`config.mk`:
```
export PLATFORM = sky130hd
export DESIGN_NAME = os_loader_flat
export DESIGN_NICKNAME = d
export VERILOG_FILES = /design/src/rtl/os_loader_if.sv /design/src/rtl/os_loader.sv /design/src/flat_wrapper.sv
export SDC_FILE = /design/constraint.sdc
export NUM_CORES = 1
export LEC_CHECK = 0
export BUFFER_PORTS_ARGS = -buffer_cell sky130_fd_sc_hd__buf_2
export CORE_ASPECT_RATIO = 0.6
export CORE_MARGIN = 1
export CORE_UTILIZATION = 50
export CTS_CLUSTER_DIAMETER = 30
export DETAILED_ROUTE_END_ITERATION = 10
export MAX_ROUTING_LAYER = met4
export PLACE_DENSITY = 0.78
export RECOVER_POWER = 50
export SETUP_SLACK_MARGIN = 0.15
export SLEW_MARGIN = 20
export SYNTH_ARGS = -nofsm -noshare
export SYNTH_HDL_FRONTEND = slang
export SYNTH_SLANG_ARGS = --single-unit
```
`constraint.sdc`:
```
create_clock -name clk -period 3.1 [get_ports clk]
set_clock_uncertainty 0.15 [all_clocks]
set_input_delay 0.775 -clock clk [delete_from_list [all_inputs] [get_ports clk]]
set_output_delay 0.775 -clock clk [all_outputs]
set_load 0.02 [all_outputs]
```
`src/rtl/os_loader_if.sv`:
```
// ROM read port and instruction-memory write port used by the boot-image copy engine.
// The loader drives the master side; the memory models or wrappers sit on the slave side.
interface os_loader_if #(
  parameter int ADDR_W = 10,
  parameter int DATA_W = 32
);
  logic              rom_en;
  logic [ADDR_W-1:0] rom_addr;
  logic [DATA_W-1:0] rom_data;
  logic              imem_we;
  logic [ADDR_W-1:0] imem_addr;
  logic [DATA_W-1:0] imem_wdata;
  logic              imem_ready;

  modport master (
    output rom_en, rom_addr, imem_we, imem_addr, imem_wdata,
    input  rom_data, imem_ready
  );

  modport slave (
    input  rom_en, rom_addr, imem_we, imem_addr, imem_wdata,
    output rom_data, imem_ready
  );
endinterface

```
`src/rtl/os_loader.sv`:
```
// Boot-image copy engine for the LOAD_OS phase: ROM -> instruction memory, one word per
// READ/CAPTURE/WRITE pass, with a running checksum and a one-cycle done pulse.
module os_loader #(
  parameter int ADDR_W      = 10,
  parameter int DATA_W      = 32,
  parameter int IMAGE_WORDS = 256,
  parameter int BASE_ADDR   = 0
) (
  input  logic              clk,
  input  logic              rst_n,
  input  logic              load_start,
  input  logic              abort,
  os_loader_if.master       mem,
  output logic              busy,
  output logic              load_os_done,
  output logic [DATA_W-1:0] checksum
);

  typedef enum logic [2:0] {
    S_IDLE,
    S_READ,
    S_CAPTURE,
    S_WRITE,
    S_DONE
  } state_e;

  localparam logic [ADDR_W-1:0] LAST_IDX = ADDR_W'(IMAGE_WORDS - 1);
  localparam logic [ADDR_W-1:0] BASE     = ADDR_W'(BASE_ADDR);

  state_e            state_q, state_d;
  logic [ADDR_W-1:0] idx_q, idx_d;
  logic [DATA_W-1:0] checksum_q, checksum_d;
  logic              rom_en_q, rom_en_d;
  logic [ADDR_W-1:0] rom_addr_q, rom_addr_d;
  logic              imem_we_q, imem_we_d;
  logic [ADDR_W-1:0] imem_addr_q, imem_addr_d;
  logic [DATA_W-1:0] imem_wdata_q, imem_wdata_d;
  logic              busy_q, busy_d;
  logic              done_q, done_d;

  always_comb begin
    // NOTE: every signal gets a default before the case so no path leaves it unassigned,
    // which would otherwise infer a latch.
    state_d      = state_q;
    idx_d        = idx_q;
    checksum_d   = checksum_q;
    imem_wdata_d = imem_wdata_q;

    unique case (state_q)
      S_IDLE: begin
        if (load_start) begin
          idx_d      = '0;
          checksum_d = '0;
          state_d    = S_READ;
        end
      end
      S_READ:    state_d = S_CAPTURE;
      S_CAPTURE: begin
        imem_wdata_d = mem.rom_data;
        state_d      = S_WRITE;
      end
      S_WRITE: begin
        if (mem.imem_ready) begin
          checksum_d = checksum_q + imem_wdata_q;
          if (idx_q == LAST_IDX) begin
            state_d = S_DONE;
          end else begin
            idx_d   = idx_q + ADDR_W'(1);
            state_d = S_READ;
          end
        end
      end
      S_DONE:    state_d = S_IDLE;
      default:   state_d = S_IDLE;
    endcase

    // Abort overrides any same-cycle accept: the checksum keeps its partial value.
    if (abort && state_q != S_IDLE) begin
      state_d    = S_IDLE;
      idx_d      = idx_q;
      checksum_d = checksum_q;
    end

    // Outputs are registered from the next state so nothing combinational reaches a port.
    rom_en_d     = (state_d == S_READ);
    rom_addr_d   = (state_d == S_READ) ? idx_d : '0;
    imem_we_d    = (state_d == S_WRITE);
    imem_addr_d  = (state_d == S_WRITE) ? BASE + idx_d : '0;
    imem_wdata_d = (state_d == S_WRITE) ? imem_wdata_d : '0;
    busy_d       = (state_d != S_IDLE);
    done_d       = (state_d == S_DONE);
  end

  always_ff @(posedge clk) begin
    // NOTE: non-blocking assignments here so every flop samples the pre-edge values;
    // the reset is synchronous, so it lives inside the clocked branch.
    if (!rst_n) begin
      state_q      <= S_IDLE;
      idx_q        <= '0;
      checksum_q   <= '0;
      rom_en_q     <= 1'b0;
      rom_addr_q   <= '0;
      imem_we_q    <= 1'b0;
      imem_addr_q  <= '0;
      imem_wdata_q <= '0;
      busy_q       <= 1'b0;
      done_q       <= 1'b0;
    end else begin
      state_q      <= state_d;
      idx_q        <= idx_d;
      checksum_q   <= checksum_d;
      rom_en_q     <= rom_en_d;
      rom_addr_q   <= rom_addr_d;
      imem_we_q    <= imem_we_d;
      imem_addr_q  <= imem_addr_d;
      imem_wdata_q <= imem_wdata_d;
      busy_q       <= busy_d;
      done_q       <= done_d;
    end
  end

  assign mem.rom_en     = rom_en_q;
  assign mem.rom_addr   = rom_addr_q;
  assign mem.imem_we    = imem_we_q;
  assign mem.imem_addr  = imem_addr_q;
  assign mem.imem_wdata = imem_wdata_q;
  assign busy           = busy_q;
  assign load_os_done   = done_q;
  assign checksum       = checksum_q;

endmodule

```
`src/flat_wrapper.sv`:
```
// flat-port wrapper written by rule: the top's interface ports become plain ports
module os_loader_flat 
#(
  parameter int ADDR_W      = 10,
  parameter int DATA_W      = 32,
  parameter int IMAGE_WORDS = 256,
  parameter int BASE_ADDR   = 0
)
  (clk, rst_n, load_start, abort, busy, load_os_done, checksum, mem_rom_en, mem_rom_addr, mem_imem_we, mem_imem_addr, mem_imem_wdata, mem_rom_data, mem_imem_ready);
  os_loader_if #(.ADDR_W(ADDR_W), .DATA_W(DATA_W)) mem_i ();
  input  logic clk;
  input  logic rst_n;
  input  logic load_start;
  input  logic abort;
  output logic busy;
  output logic load_os_done;
  output logic [DATA_W-1:0] checksum;
  output wire logic [$bits(mem_i.rom_en)-1:0] mem_rom_en;
  output wire logic [$bits(mem_i.rom_addr)-1:0] mem_rom_addr;
  output wire logic [$bits(mem_i.imem_we)-1:0] mem_imem_we;
  output wire logic [$bits(mem_i.imem_addr)-1:0] mem_imem_addr;
  output wire logic [$bits(mem_i.imem_wdata)-1:0] mem_imem_wdata;
  input wire logic [$bits(mem_i.rom_data)-1:0] mem_rom_data;
  input wire logic [$bits(mem_i.imem_ready)-1:0] mem_imem_ready;
  assign mem_rom_en = mem_i.rom_en;
  assign mem_rom_addr = mem_i.rom_addr;
  assign mem_imem_we = mem_i.imem_we;
  assign mem_imem_addr = mem_i.imem_addr;
  assign mem_imem_wdata = mem_i.imem_wdata;
  assign mem_i.rom_data = mem_rom_data;
  assign mem_i.imem_ready = mem_imem_ready;
  os_loader #(.ADDR_W(ADDR_W), .DATA_W(DATA_W), .IMAGE_WORDS(IMAGE_WORDS), .BASE_ADDR(BASE_ADDR)) u_core (.clk(clk), .rst_n(rst_n), .load_start(load_start), .abort(abort), .mem(mem_i), .busy(busy), .load_os_done(load_os_done), .checksum(checksum));
endmodule
```
# Word-level counts from Yosys, hierarchy flattened
# Index checks and enable logic that the tools add are counted.
dict set report totals {
  inputBits 37
  wordCells 43
  output_inout_bits 88
  regBits 101
}
dict set report classes {
  add_sub_neg 2
  eq_ne 9
  bitwise 1
  n_mux 13
  reduce_logical 8
}
# cell count
set ops {}
lappend ops {{$mux 32} 2}
lappend ops {{$pmux 32 s2} 1}
lappend ops {{$mux 10} 4}
lappend ops {{$add 32x32->32} 1}
lappend ops {{$pmux 10 s2} 1}
lappend ops {{$mux 3} 4}
lappend ops {{$pmux 3 s4} 1}
lappend ops {{$add 10x1->10 const B} 1}
lappend ops {{$eq 10x8->1 const B} 1}
lappend ops {{$eq 3x2->1 const B} 3}
lappend ops {{$eq 3x1->1 const B} 2}
lappend ops {{$reduce_bool 3->1} 2}
lappend ops {{$ne 2x2->1 const B} 2}
lappend ops {{$reduce_and 2->1} 2}
lappend ops {{$reduce_and 4->1} 1}
lappend ops {{$eq 3x3->1 const B} 1}
lappend ops {{$logic_not 3->1} 1}
lappend ops {{$reduce_bool 2->1} 1}
lappend ops {{$logic_and 1x1->1} 1}
lappend ops {{$not 1->1} 1}

# Depth between registers and ports, before layout
dict set report logic_depth {
  word_depth 7
  ltp_mapped 11
  mapped_depth_nobuf 11
}

# Worst setup path after synthesis
# Ideal clock, no wire load.
dict set report synth_path {
  path_kind {register to register}
  from {register u_core.checksum_q[0], in the netlist u_core.checksum[0]}
  to {register u_core.checksum_q[26], in the netlist u_core.checksum[26]}
  required_ns 2.825
  path_stages_with_launch 12
  setup_slack_ns 0.388
  setup_time_ns 0.125
  arrival_ns 2.437
  cell_sequence {dfxtp_1 > ha_1 > inv_1 > fa_1 > and2b_1 > o2111ai_2 > a21oi_2 > o41ai_4 > o31ai_2 > a31oi_1 > xor2_1 > o21ai_1}
}
dict set report synth_between {
  elab_chain_len 3
}
# item line_no
set synth_lines {}
lappend synth_lines {{start: declaration} os_loader.sv:32} ;# logic [DATA_W-1:0] checksum_q, checksum_d;
lappend synth_lines {{start signal: assignment} os_loader.sv:111} ;# checksum_q <= checksum_d;
lappend synth_lines {{$add 32x32->32} os_loader.sv:64} ;# checksum_d = checksum_q + imem_wdata_q;
lappend synth_lines {{$mux 32} os_loader.sv:63} ;# if (mem.imem_ready) begin
lappend synth_lines {{$pmux 32 s2} os_loader.sv:49} ;# unique case (state_q)
# No other way between the ends. The select of a mux whose other input is x is not followed.
# A chain may end at the register's enable or synchronous reset.

# Final worst setup path
dict set report layout_path {
  from {register u_core.imem_wdata_q[10], in the netlist u_core.mem.imem_wdata[10]}
  to {register u_core.checksum_q[28], in the netlist u_core.checksum[28]}
}
dict set report layout_between {
  elab_chain_len 3
}
# item line_no
set layout_lines {}
lappend layout_lines {{start: declaration} os_loader.sv:37} ;# logic [DATA_W-1:0] imem_wdata_q, imem_wdata_d;
lappend layout_lines {{start signal: assignment} os_loader.sv:116} ;# imem_wdata_q <= imem_wdata_d;
lappend layout_lines {{$add 32x32->32} os_loader.sv:64}
lappend layout_lines {{$mux 32} os_loader.sv:63}
lappend layout_lines {{$pmux 32 s2} os_loader.sv:49}
# No other way between the ends. The select of a mux whose other input is x is not followed.

==> results.yml <==
timing:
  drv_slew: 0
  timing.final.crit_share_pct: 88.7
  fin_crit_ps: 2750
  rsz0062_at_grt: "no"
  max_freq_ghz: 0.364
  finalSetupViolCount: 0
  setup_tns_ps: 0
  tightestPinTransition_ps: 779
  hold_ws_ps: 328
  slew-limit-headroom_pct: 48.0
  hold_viol: 0
min_path:
  worstHoldPathType: "flop to flop"
synth:
  seq_area_frac_synth_pct: 38.5
  syn-num-nets: 721
  synth_edf_count: 0
  yosys_most_used_dff: "dfxtp_1"
  ys_ff_latch: 101
  synth_top_area_share_pct: 38.5
  async_reset_ff_share_pct: 0
  ys_warn_count: 0
  postSynthCellCount: 651
  yosys-top-cells-area: "dfxtp_1 39%, nand2_1 7.8%, ha_1 7.6%"
  yosys.area.top_type: "dfxtp_1"
  netlist_area_um2: 5250
  ys_types: 65
  avgSynthCellArea_um2: 8.06
power_and_ir_drop:
  leakagePower_nw: 2.45
  power.share.sequential_pct: 50.1
  ir_drop_mv: 0.273
  p_clk_share_pct: 45.8
  power_mw: 2.60
  swShare_pct: 23.9
  powerDensity_nw_per_um2: 420
  switchingPower_mw: 0.622
  internal-power_mw: 1.98
  p_comb_share_pct: 4.1
floorplanning:
  die_area_um2: 10900
  rows: 28
  core-area_um2: 10000
  io-pin-count: 125
  die_width_um: 134
  die_height_um: 81.3
  start_util_pct: 52.4
routing:
  drc_errors: 0
  ant_nets: 0
  wirelength_met1_um: 7410
  wl_met2_um: 5940
  vias_per_cell: 5.62
  drt_iter0_markers: 305
  highest_layer: "met4"
  num_vias: 5076
  routedWlPerCell_um: 16.0
  drtPass1Iterations: 5
  wl_um: 14500
  wl_met3_um: 925
setup_path:
  cp-start-kind: "flop"
  cp-end-kind: "flop"
  crit_fanout: 7
  worstSetupPathType: "flop to flop"
  required_ps: 3200
  crit_arrival_ps: 2850
cts:
  clock_path_buffers: 2
  cts_made_buffers: 9
  clock_sinks: 101
  htreeDepth: 3
  cts_tree: "done"
  postCtsHoldBufs: 0
  clk_latency_ps: 360
  path_clk_slew_ps: 70
  cts-root-buf: "clkbuf_16"
flow_run:
  max_cap_viol_count: 0
cells_and_area:
  final_common_cell: "nand2_1"
  fin_util_pct: 61.9
  most-common-layout-cells: "109 x nand2_1, 99 x dfxtp_1, 89 x clkbuf_1"
  nets: 833
  n_antenna_cell: 0
  area_growth_pct: 18.2
  drive_gt1_share_pct: 11.3
global_routing:
  grt_pass1_vias: 4693
  antenna_found_initial: 0
  grt_max_degree: 23
  gr-total-overflow: 0
  grt_pass1_wl_um: 23100
  grt_usage_pct: 28.2
place:
  portBuffers: 124
  dp_hpwl_um: 10700
  gp_congestion: 0.938
status:
  status: "finished clean"
==> cell usage after synthesis, drive strengths merged (2+ instances only) <==
cell type and count:
inv 16, nor2 65, o21bai 6, and3 4, o211ai 3, a22oi 12
clkbuf 22, o2111ai 2, nor2b 6, nand2 111, o31ai 3, nand2b 2
and4 3, nand3 14, dfxtp 101, a21o 19, nor4 4, a221o 2
o21a 6, o41ai 3, and2 7, or3 3, ha 32, o21ai 38
a31oi 12, nor3 16, nand4 6, xor2 13, xnor2 11, mux2i 2
a21oi 71, or2 3, o22ai 2, buf 12, and2b 2, nand3b 4
a221oi 2
==> logic make-up (layout without fill, tap and decap cells) <==
logic type | after synthesis | in the layout | share of synthesized area (%)
simple gates | 251 | 251 | 21.4
compound gates | 190 | 190 | 23.6
flops | 101 | 101 | 38.5
buf+inv | 50 | 167 | 4.03
fa+ha+maj | 33 | 33 | 8.01
xor+xnor | 24 | 24 | 4.01
mux | 2 | 2 | 0.382
==> cell type report <==
| class | instances | area, µm² |
|---|---|---|
| tap | 135 | 169 |
| fill | 964 | 3820 |
| inverter | 16 | 60.1 |
| clock inverter | 7 | 88.8 |
| clock buffer | 9 | 225 |
| multi-input combinational | 500 | 3050 |
| timing repair buffer | 135 | 589 |
| sequential | 101 | 2020 |
==> registers in the layout, indices dropped and copies added (netlist names) <==
register               count
u_core.busy                1
u_core.checksum           32
u_core.mem.rom_en          1
u_core.mem.rom_addr       10
u_core.idx_q              10
u_core.load_os_done        1
u_core.mem.imem_wdata     32
u_core.state_q             3
u_core.mem.imem_addr      10
u_core.mem.imem_we         1
==> final timing paths <==
kind	startpoint	to	slack, ps	cells after the start
max reg2reg	u_core.mem.imem_wdata[10]$_SDFFE_PN0P_	u_core.checksum[28]$_SDFFE_PN0P_	350	9
min reg2reg	u_core.checksum[27]$_SDFFE_PN0P_	u_core.checksum[27]$_SDFFE_PN0P_	330	2
min	u_core.checksum[27]$_SDFFE_PN0P_	u_core.checksum[27]$_SDFFE_PN0P_	330	2
max	u_core.mem.imem_wdata[10]$_SDFFE_PN0P_	u_core.checksum[28]$_SDFFE_PN0P_	350	9
==> through the flow <==
stage / instances / area, µm² / worst slack [ps]
finish: 903 / 6200 / 349
global route: 903 / 6200 / 182
CTS: 902 / 6280 / 189
detailed placement: 886 / 5960 / 206
global placement: 886 / 5960 / 309
floorplan: 651 / 5250 / 388
==> metal layers <==
metal	global-route usage, %	vias up
met1	39.4	2345
met2	41.0	195
met3	6.05	18
met5	-	-
li1	-	2518
met4	7.53	0
==> power groups by stage <==
stage	logic, mW	registers (mW)	clock network (mW)
3_3_place_gp	0.105	1.33	0
3_5_place_dp	0.107	1.33	0
6_report	0.107	1.30	1.19
2_1_floorplan	0.0576	1.34	0
4_1_cts	0.109	1.30	1.21
5_1_grt	0.118	1.31	1.26
==> worst max-delay path: stages, from the launching register on <==
cell and delay [ps]:
dfxtp_1 340, ha_1 410, a21oi_2 240, o211ai_1 230, a22o_1 270, a21o_1 180, o41ai_2 440, o31ai_1 170
mux2i_1 170, nand2_1 60
==> what timing repair did <==
action / 4_1_cts / 5_1_grt
endpoints found under the setup margin: 0 / 6
endpoints found under the hold margin: 0 / 0
setup buffers: 0 / 1
resized for setup: 0 / 7
Power figures use the tool's default switching activity.
